===== src/rtl/ram_rr_ctrl.sv =====
// rtl/ram_rr_ctrl.sv - two-requester round-robin controller for a 4x4-bit register RAM
module ram_rr_ctrl (
  input  logic       clk,
  input  logic       clear,
  input  logic       req_a,
  input  logic       req_b,
  input  logic       we_a,
  input  logic       we_b,
  input  logic [1:0] addr_a,
  input  logic [1:0] addr_b,
  input  logic [3:0] wdata_a,
  input  logic [3:0] wdata_b,
  output logic       gnt_a,
  output logic       gnt_b,
  output logic       ack_a,
  output logic       ack_b,
  output logic [3:0] rdata,
  output logic       busy
);

  localparam logic [1:0] ST_IDLE   = 2'd0;
  localparam logic [1:0] ST_ACCESS = 2'd1;
  localparam logic [1:0] ST_DONE   = 2'd2;

  logic [1:0] state_q, state_d;
  logic       ptr_q, ptr_d;     // 0 = A has priority, 1 = B
  logic       win_q, win_d;     // 0 = A owns the transaction, 1 = B
  logic       we_q, we_d;
  logic [1:0] addr_q, addr_d;
  logic [3:0] wdata_q, wdata_d;
  logic [3:0] rdata_q, rdata_d;
  logic [3:0] mem_q [0:3];
  logic [3:0] mem_d [0:3];

  logic       pick_b;
  logic [3:0] word_sel;
  logic [3:0] word_we;

  always_comb begin
    state_d = state_q;
    ptr_d   = ptr_q;
    win_d   = win_q;
    we_d    = we_q;
    addr_d  = addr_q;
    wdata_d = wdata_q;
    rdata_d = rdata_q;
    pick_b  = 1'b0;
    for (int i = 0; i < 4; i++) begin
      mem_d[i] = mem_q[i];
    end

    word_sel = 4'b0001 << addr_q;
    word_we  = word_sel & {4{we_q && (state_q == ST_ACCESS)}};

    case (state_q)
      ST_IDLE: begin
        if (req_a || req_b) begin
          // Pointer only breaks ties; a lone requester always wins.
          pick_b  = (req_a && req_b) ? ptr_q : req_b;
          win_d   = pick_b;
          we_d    = pick_b ? we_b    : we_a;
          addr_d  = pick_b ? addr_b  : addr_a;
          wdata_d = pick_b ? wdata_b : wdata_a;
          state_d = ST_ACCESS;
        end
      end
      ST_ACCESS: begin
        if (!we_q) begin
          rdata_d = mem_q[addr_q];
        end
        state_d = ST_DONE;
      end
      ST_DONE: begin
        ptr_d   = ~win_q;
        state_d = ST_IDLE;
      end
      default: begin
        state_d = ST_IDLE;
      end
    endcase

    for (int i = 0; i < 4; i++) begin
      if (word_we[i]) begin
        mem_d[i] = wdata_q;
      end
    end
  end

  always_ff @(posedge clk) begin
    if (!clear) begin
      state_q <= ST_IDLE;
      ptr_q   <= 1'b0;
      win_q   <= 1'b0;
      we_q    <= 1'b0;
      addr_q  <= 2'd0;
      wdata_q <= 4'd0;
      rdata_q <= 4'd0;
      for (int i = 0; i < 4; i++) begin
        mem_q[i] <= 4'd0;
      end
    end else begin
      state_q <= state_d;
      ptr_q   <= ptr_d;
      win_q   <= win_d;
      we_q    <= we_d;
      addr_q  <= addr_d;
      wdata_q <= wdata_d;
      rdata_q <= rdata_d;
      for (int i = 0; i < 4; i++) begin
        mem_q[i] <= mem_d[i];
      end
    end
  end

  assign busy  = (state_q != ST_IDLE);
  assign gnt_a = busy & ~win_q;
  assign gnt_b = busy &  win_q;
  assign ack_a = (state_q == ST_DONE) & ~win_q;
  assign ack_b = (state_q == ST_DONE) &  win_q;
  assign rdata = rdata_q;

endmodule


===== config.mk =====
export PLATFORM = sky130hd
export DESIGN_NAME = ram_rr_ctrl
export DESIGN_NICKNAME = d
export VERILOG_FILES = /design/src/rtl/ram_rr_ctrl.sv
export SDC_FILE = /design/constraint.sdc
export NUM_CORES = 1
export LEC_CHECK = 0
export ABC_AREA = 0
export BUFFER_PORTS_ARGS = -buffer_cell sky130_fd_sc_hd__buf_2
export CORE_MARGIN = 1.5
export CORE_UTILIZATION = 40
export DETAILED_ROUTE_END_ITERATION = 16
export HOLD_SLACK_MARGIN = 0.1
export PLACE_DENSITY_LB_ADDON = 0.3
export SYNTH_ARGS = -nofsm -noshare
export SYNTH_HDL_FRONTEND = slang
export SYNTH_SLANG_ARGS = --single-unit

===== constraint.sdc =====
create_clock -name clk -period 1.34 [get_ports clk]
set_input_delay 0.268 -clock clk [delete_from_list [all_inputs] [get_ports clk]]
set_output_delay 0.268 -clock clk [all_outputs]
set_load 0.1 [all_outputs]

**After elaboration in Yosys (flattened, before gate mapping)**

Memories as Yosys holds them, arrays and structs flattened. A register that Yosys moved wholly into a read port is not among the register bits.
Cells that the tools add are included.

- Register bits after elaboration: 11
- Latch bits: 0
- Bits in writable memories: 16
- Bits in read-only memories: 0
- Output and inout bits: 9
- Logic and storage cells: 54
- Memories: 1

Memory list:

| name | depth | bits a word | rd ports | clocked after memory_dff | write ports | line | text |
|---|---|---|---|---|---|---|---|
| mem_q | 4 | 4 | 1 | 1 | 4 | 32 | `logic [3:0] mem_q [0:3];` |

- $add $sub $neg: 0
- $mul: 0
- Div/mod/pow operators: 0
- Magnitude comparators: 0
- Equality and inequality tests: 7
- Shift-type cells: 1
- Mux-type cells: 16
- Bitwise gates (word level): 11
- Reduce and logical (&&, ||, !) cells: 12

Operator list:

| kind | number |
|---|---|
| 4-bit 2-to-1 mux | 9 |
| 2-bit AND reduction | 6 |
| 1-bit AND | 4 |
| 4-bit AND | 1 |
| 1-bit 2-to-1 mux | 4 |
| 2-bit 2-to-1 mux | 2 |
| 1-bit != test (second input constant) | 4 |
| 1-bit bitwise OR | 4 |
| 2-bit case mux with 2 select lines | 1 |
| 1-bit by 2-bit << shifter with 4-bit output (first input constant) | 1 |
| 2-bit by 1-bit == test with 1-bit output (second input constant) | 1 |
| 2-bit == test (second input constant) | 1 |
| 1-bit logical AND | 2 |
| 2-bit logical NOT | 1 |
| 2-bit != test (second input constant) | 1 |
| 1-bit inverter | 2 |
| 2-bit nonzero test | 1 |
| 1-bit logical NOT | 1 |
| 1-bit logical OR | 1 |

**Depth between registers and ports, before layout**

Gate-level depths: netlist of run 1.

- Word-level depth: 6
- Mapped depth: 6
- Depth with buffers taken out: 3

**Worst setup path before layout of run 1**

OpenSTA, ideal clock, no wires.

- Path type: register -> output
- Start point: reg state_q[1]
- End point: out ack_a
- Arrival: 2.700 ns
- Required time: 1.072 ns
- Setup slack: -1.628 ns
- Cell stages (with the launch flop): 2
- Buffers on the path: 0
- Cells stage by stage: dfxtp_1 -> nor3b_1

- Word-level cells in the longest chain between the ends: 2

Ends and longest elaborated chain:

| item | line | text |
|---|---|---|
| start, declared | 25 | `logic [1:0] state_q, state_d;` |
| start signal, assigned | 102 | `state_q <= state_d;` |
| 2-bit == test | 118 | `assign ack_a = (state_q == ST_DONE) & ~win_q;` |
| 1-bit AND | 118 |  |
| end, declared | 15 | `output logic ack_a,` |

No other way between the ends.

**Worst setup path in the final report of run 1**

- Start point: reg state_q[0]
- End point: out ack_a

Same word-level chain as after synthesis.

==> results.sh, run 1 <==
export IMPL_status="finished, violations left"
export IMPL_violations="negative setup slack"
export IMPL_fin_cells=229
export IMPL_powerDensity_nw_per_um2=1137
export IMPL_worst_ir_drop_vdd_mv=0.5613
export IMPL_mostFrequentLayoutCell="buf_2"
export IMPL_endpoint_kind="output port"
export IMPL_relSlewSlack_pct=80.01
export IMPL_syn2layout_area_growth_pct=40.03
export IMPL_synth_nets=153
export IMPL_synth_top_area_share_pct=31.89
export IMPL_ys_warn_count=0
export IMPL_final_cell_mix="buf_2, and2_1, edfxtp_1, buf_4, dfxtp_1"
export IMPL_insertion_delay_ns=0.28
export IMPL_die_w_um=64.37
export IMPL_cellLeakagePower_nw=0.7864
export IMPL_grt_max_degree=16
export IMPL_p_total_mw=2.398
export IMPL_slowest_stage="dfxtp_4"
export IMPL_firstDrtPassIters=4
export IMPL_antenna_found_initial=0
export IMPL_nets=198
export IMPL_die_h_um=64.37
export IMPL_gp_congestion=0.8352
export IMPL_clk_pin_slew_worst_paths_ns=0.06
export IMPL_rr_worst_depth=5
export IMPL_synth_area_per_cell_um2=11.16
export IMPL_rows=22
export IMPL_synthAdderAreaFrac_pct=0
export IMPL_required_ns=1.07
export IMPL_start_util_pct=41.46
export IMPL_grt_remaining_overflow=0
export IMPL_finalSetupViolations=28
export IMPL_synthTopCellsByArea="edfxtp_1, dfxtp_1, a311oi_2"
export IMPL_synth_compound_area_share_pct=15.45
export IMPL_die_area_um2=4144
export IMPL_critPathMaxFanout=4
export IMPL_placed_cells=215
export IMPL_max_cap_viol_count=0
export IMPL_core_um2=3633
export IMPL_clock_fmax_mhz=681.8
export IMPL_vias_per_cell=5.057
export IMPL_root_buffer="clkbuf_8"
export IMPL_io_pins=27
export IMPL_routedWlPerCell_um=13.74
export IMPL_ys_seq_area_share_pct=51.83
export IMPL_ant_nets=0
export IMPL_diodes=0
export IMPL_grt_pass1_vias=1117
export IMPL_clkSinkCount=31
export IMPL_critPathKind="register to output port"
export IMPL_fin_skew_ns=0.003473
export IMPL_synth_simple_area_share_pct=21.76
export IMPL_synth_area_mux_share_pct=5.980
export IMPL_cts_tree="done"
export IMPL_hold_viol=0
export IMPL_grt_pass1_wl_um=5140
export IMPL_dp_hpwl_um=2407
export IMPL_hold_depth=3
export IMPL_hold_class="primary input to register"
export IMPL_io_buffers=26
export IMPL_synthCells=135
export IMPL_postRouteWirelength_um=3146
export IMPL_fin_ws_ns=-0.1267
export IMPL_globalRouteTotalUtil_pct=16.75
export IMPL_fin_setup_tns_ns=-1.389
export IMPL_startpoint_type="register"
export IMPL_synth_cell_types=27
export IMPL_synth_top_family_by_area="simple AND/OR/NAND/NOR gates"
export IMPL_cts_buffers_inserted=5
export IMPL_rsz0062_at_grt="yes"
export IMPL_vias=1158
export IMPL_finalMaxSlewViolations=0
export IMPL_drive_above_1_share_pct=44.75
export IMPL_final_period_utilization_pct=109.5
export IMPL_cts_htree_levels=2
export IMPL_synth_area_um2=1506
export IMPL_arrival_ns=1.20
export IMPL_drt_first_iter_violations=21
export IMPL_synth_top_cell_by_area="edfxtp_1"
export IMPL_tightestPinTransition_ns=0.2999
export IMPL_crit_chain="buf_6, nor3b_4, buf_12"
export IMPL_clockBufferDepth=2
export IMPL_drc=0
export IMPL_critPathMaxStageDelay_ns=0.36
export IMPL_final_util_pct=58.06
export IMPL_post_synth_xor_area_fraction_pct=0
export IMPL_synth_seq_cells=31
export IMPL_hold_slack_ns=0.3029
export IMPL_period_minus_slack_ns=1.467
-- cell families (layout without fill, tap and decap cells) --
| group | Yosys count | count (layout) |
|---|---|---|
| compound gates | 32 | 32 |
| buf+inv | 13 | 59 |
| flops | 31 | 31 |
| mux | 4 | 4 |
| simple gates | 55 | 55 |
-- where the power goes --
part | total, mW | leakage [nW] | switching, mW | internal, mW
sequential | 1.11 | 0.290 | 0.0495 | 1.06
clock | 0.679 | 0.0403 | 0.326 | 0.353
combinational | 0.612 | 0.456 | 0.337 | 0.275
-- layout make-up --
type / instances / area (um2)
Multi-Input combinational cell: 91 / 716.9
Inverter: 4 / 15.01
Sequential cell: 31 / 787.0
Tap cell: 48 / 60.06
Timing Repair Buffer: 47 / 450.4
Clock inverter: 2 / 7.507
Clock buffer: 6 / 72.57
Fill cell: 310 / 1524
-- cell usage after synthesis --
library cell and n:
dfxtp_1 15, nor2_1 9, nand3_1 5, buf_6 3, or3b_1 1, or2_1 1, a311oi_2 7, edfxtp_1 16
buf_2 3, and2_1 16, nand3b_1 9, nor2b_1 1, o21ai_0 7, inv_2 2, o21ai_1 8, nand2_1 5
mux4_2 4, and3_1 1, nor3b_1 2, inv_1 2, nor4_1 1, clkbuf_1 3, nand2b_1 2, o21a_1 1
and2_4 1, a21oi_1 9, nor3b_2 1
-- metrics by stage --
step / instance area [um2] / worst slack [ns]
6_report: 2110 / -0.1267
5_1_grt: 2110 / -0.1667
4_1_cts: 2079 / -0.1504
3_5_place_dp: 1939 / 0.008895
3_3_place_gp: 1939 / 0.03907
2_1_floorplan: 1555 / -0.1868
-- worst paths after layout --
check                   from     endpoint  slack (ns)
hold reg to reg     rdata[3]     rdata[3]        0.49
setup / recovery  state_q[0]        ack_a       -0.13
setup reg to reg  state_q[1]  mem_q[2][3]       -0.08
hold / removal    wdata_b[2]   wdata_q[2]        0.30
-- per-layer routing --
metal / share of wire (%) / vias up / track usage, %
li1: - / 579 / -
met1: 37 / 545 / 16.38
met2: 58 / 28 / 32.16
met3: 4.1 / 6 / 5.458
met4: 1.3 / 0 / 6.383
met5: 0 / - / 0
-- registers in the layout (all words and copies together) (netlist names) --
name     flops
ptr_q        1
state_q      2
rdata        4
addr_q       2
mem_q       16
wdata_q      4
we_q         1
win_q        1
-- what timing repair did --
item / 4_1_cts / 5_1_grt
hold buffers: 0 / 0
endpoints found under the setup margin: 5 / 35
pin swaps: 2 / 2
gates resized for setup: 9 / 5
hold endpoints to repair: 0 / 0
setup buffers: 5 / 1
-- critical path: cells and delay by family, from the launching register on --
kind | cells | cell delay (ns)
flops | 1 | 0.36
simple gates | 1 | 0.23
buf+inv | 2 | 0.32
No activity file was read; power rests on OpenSTA's default activity.
==> inputs of run 2 (changes only) <==
Settings changed: CORE_MARGIN 1.5 to 4.
==> run 2 against run 1 <==
  * The run still ends with negative setup slack left
  * Worst setup slack worse by 0.016 ns
  * Final area grew 1.4%
  * Fmax shrank 1.1%
  * Register-to-register slack better by 0.04 ns
  * Critical path depth stayed put
  * Critical path type unchanged
  * Highest routed layer unchanged
==> results.sh, run 2 (synthesis results as in run 1) <==
export IMPL_drt_first_iter_violations=61
export IMPL_final_cell_mix="buf_2, and2_1, edfxtp_1"
export IMPL_top_register="mem_q"
export IMPL_cellLeakagePower_nw=0.8039
export IMPL_syn2layout_area_growth_pct=41.94
export IMPL_globalRouteTotalUtil_pct=14.21
export IMPL_io_buffers=26
export IMPL_postRouteWirelength_um=3237
export IMPL_io_pins=27
export IMPL_placed_cells=216
export IMPL_required_ns=1.07
export IMPL_slowest_stage="dfxtp_2"
export IMPL_clk_pin_slew_worst_paths_ns=0.06
export IMPL_worst_ir_drop_vdd_mv=0.5634
export IMPL_core_um2=3661
export IMPL_startpoint="state_q[1]"
export IMPL_critPathMaxStageDelay_ns=0.33
export IMPL_startpoint_type="register"
export IMPL_antenna_found_initial=0
export IMPL_fin_ws_ns=-0.1425
export IMPL_relSlewSlack_pct=79.88
export IMPL_hold_viol=0
export IMPL_mostFrequentLayoutCell="buf_2"
export IMPL_tightestPinTransition_ns=0.3017
export IMPL_fin_setup_tns_ns=-0.7540
export IMPL_fin_cells=229
export IMPL_grt_pass1_vias=1152
export IMPL_cts_tree="done"
export IMPL_status="finished, violations left"
export IMPL_finalSetupViolations=14
export IMPL_vias=1158
export IMPL_cts_htree_levels=2
export IMPL_final_util_pct=58.41
export IMPL_arrival_ns=1.21
export IMPL_fillers=298
export IMPL_insertion_delay_ns=0.29
export IMPL_root_buffer="clkbuf_8"
export IMPL_diodes=0
export IMPL_hold_depth=3
export IMPL_drive_above_1_share_pct=46.41
export IMPL_r2r_slack_ns=-0.04
export IMPL_critPathKind="register to output port"
export IMPL_grt_max_degree=16
export IMPL_clockBufferDepth=2
export IMPL_clock_fmax_mhz=674.5
export IMPL_dp_hpwl_um=2521
export IMPL_gp_congestion=0.7167
export IMPL_finalMaxSlewViolations=0
export IMPL_die_h_um=69.37
export IMPL_nets=198
export IMPL_ant_nets=0
export IMPL_fin_skew_ns=0.008920
export IMPL_powerDensity_nw_per_um2=1156
export IMPL_hold_class="primary input to register"
export IMPL_clkSinkCount=31
export IMPL_endpoint_kind="output port"
export IMPL_period_minus_slack_ns=1.482
export IMPL_firstDrtPassIters=4
export IMPL_critPathMaxFanout=7
export IMPL_violations="negative setup slack"
export IMPL_cts_buffers_inserted=5
export IMPL_p_total_mw=2.473
export IMPL_drc=0
export IMPL_final_period_utilization_pct=110.6
export IMPL_hold_slack_ns=0.3003
export IMPL_die_w_um=69.37
export IMPL_cts_hold_fix_buffers=0
export IMPL_hold_path_startpoint="we_b"
export IMPL_crit_chain="buf_6, nor3b_4, buf_12"
export IMPL_max_cap_viol_count=0
export IMPL_grt_remaining_overflow=0
export IMPL_start_util_pct=41.15
export IMPL_rsz0062_at_grt="yes"
export IMPL_vias_per_cell=5.057
export IMPL_die_area_um2=4812
export IMPL_rows=22
export IMPL_largest_register_ffs=16
export IMPL_routedWlPerCell_um=14.14
export IMPL_rr_startpoint="addr_q[1]"
export IMPL_rr_worst_depth=2
export IMPL_grt_pass1_wl_um=5257
-- run 2: layer usage --
layer  GRT usage [%]  part of all wire (%)  routed length, um  vias to the layer above
met5               0                     0                  0                        -
met4           7.158                   2.3                 76                        0
met3           5.507                   6.1                198                        6
met2           25.00                    52               1698                       34
met1           14.53                    39               1265                      538
li1                -                     -                  -                      580
-- run 2: area by class of cell --
cell class	count	area (um2)	share of cell area (%)
Sequential cell	31	784.5	36.69
Clock buffer	7	86.33	4.037
Inverter	4	15.01	0.7022
Multi-Input combinational cell	91	729.5	34.11
Timing Repair Buffer	47	457.9	21.42
Tap cell	48	60.06	2.809
Clock inverter	1	5.005	0.2341
-- run 2: metrics by stage --
step                      setup WS (ns)  cell area [um2]
after floorplan                 -0.1868             1555
after global placement          0.01083             1947
after detailed placement       -0.02585             1947
after CTS                       -0.1425             2101
after global routing            -0.2008             2138
final                           -0.1425             2138
-- run 2: power by group --
part / switching [mW] / leakage [nW] / internal [mW]
clock: 0.341 / 0.0482 / 0.414
combinational: 0.338 / 0.466 / 0.274
sequential: 0.0487 / 0.290 / 1.06
-- run 2: what timing repair did --
action / in CTS / in global routing
gates resized for setup: 8 / 9
endpoints found under the setup margin: 13 / 33
pin swaps: 0 / 2
setup buffers: 4 / 2
-- run 2: final timing paths --
path	end
worst max-delay path	ack_a
worst min-delay path	we_q
worst max register to register	mem_q[1][0]
worst min register to register	rdata[1]
-- run 2: critical path, delay by kind of cell (launching register included) --
kind | cells | cell delay [ns]
DFF | 1 | 0.33
buffers and inverters | 2 | 0.34
and+or+nand+nor | 1 | 0.26
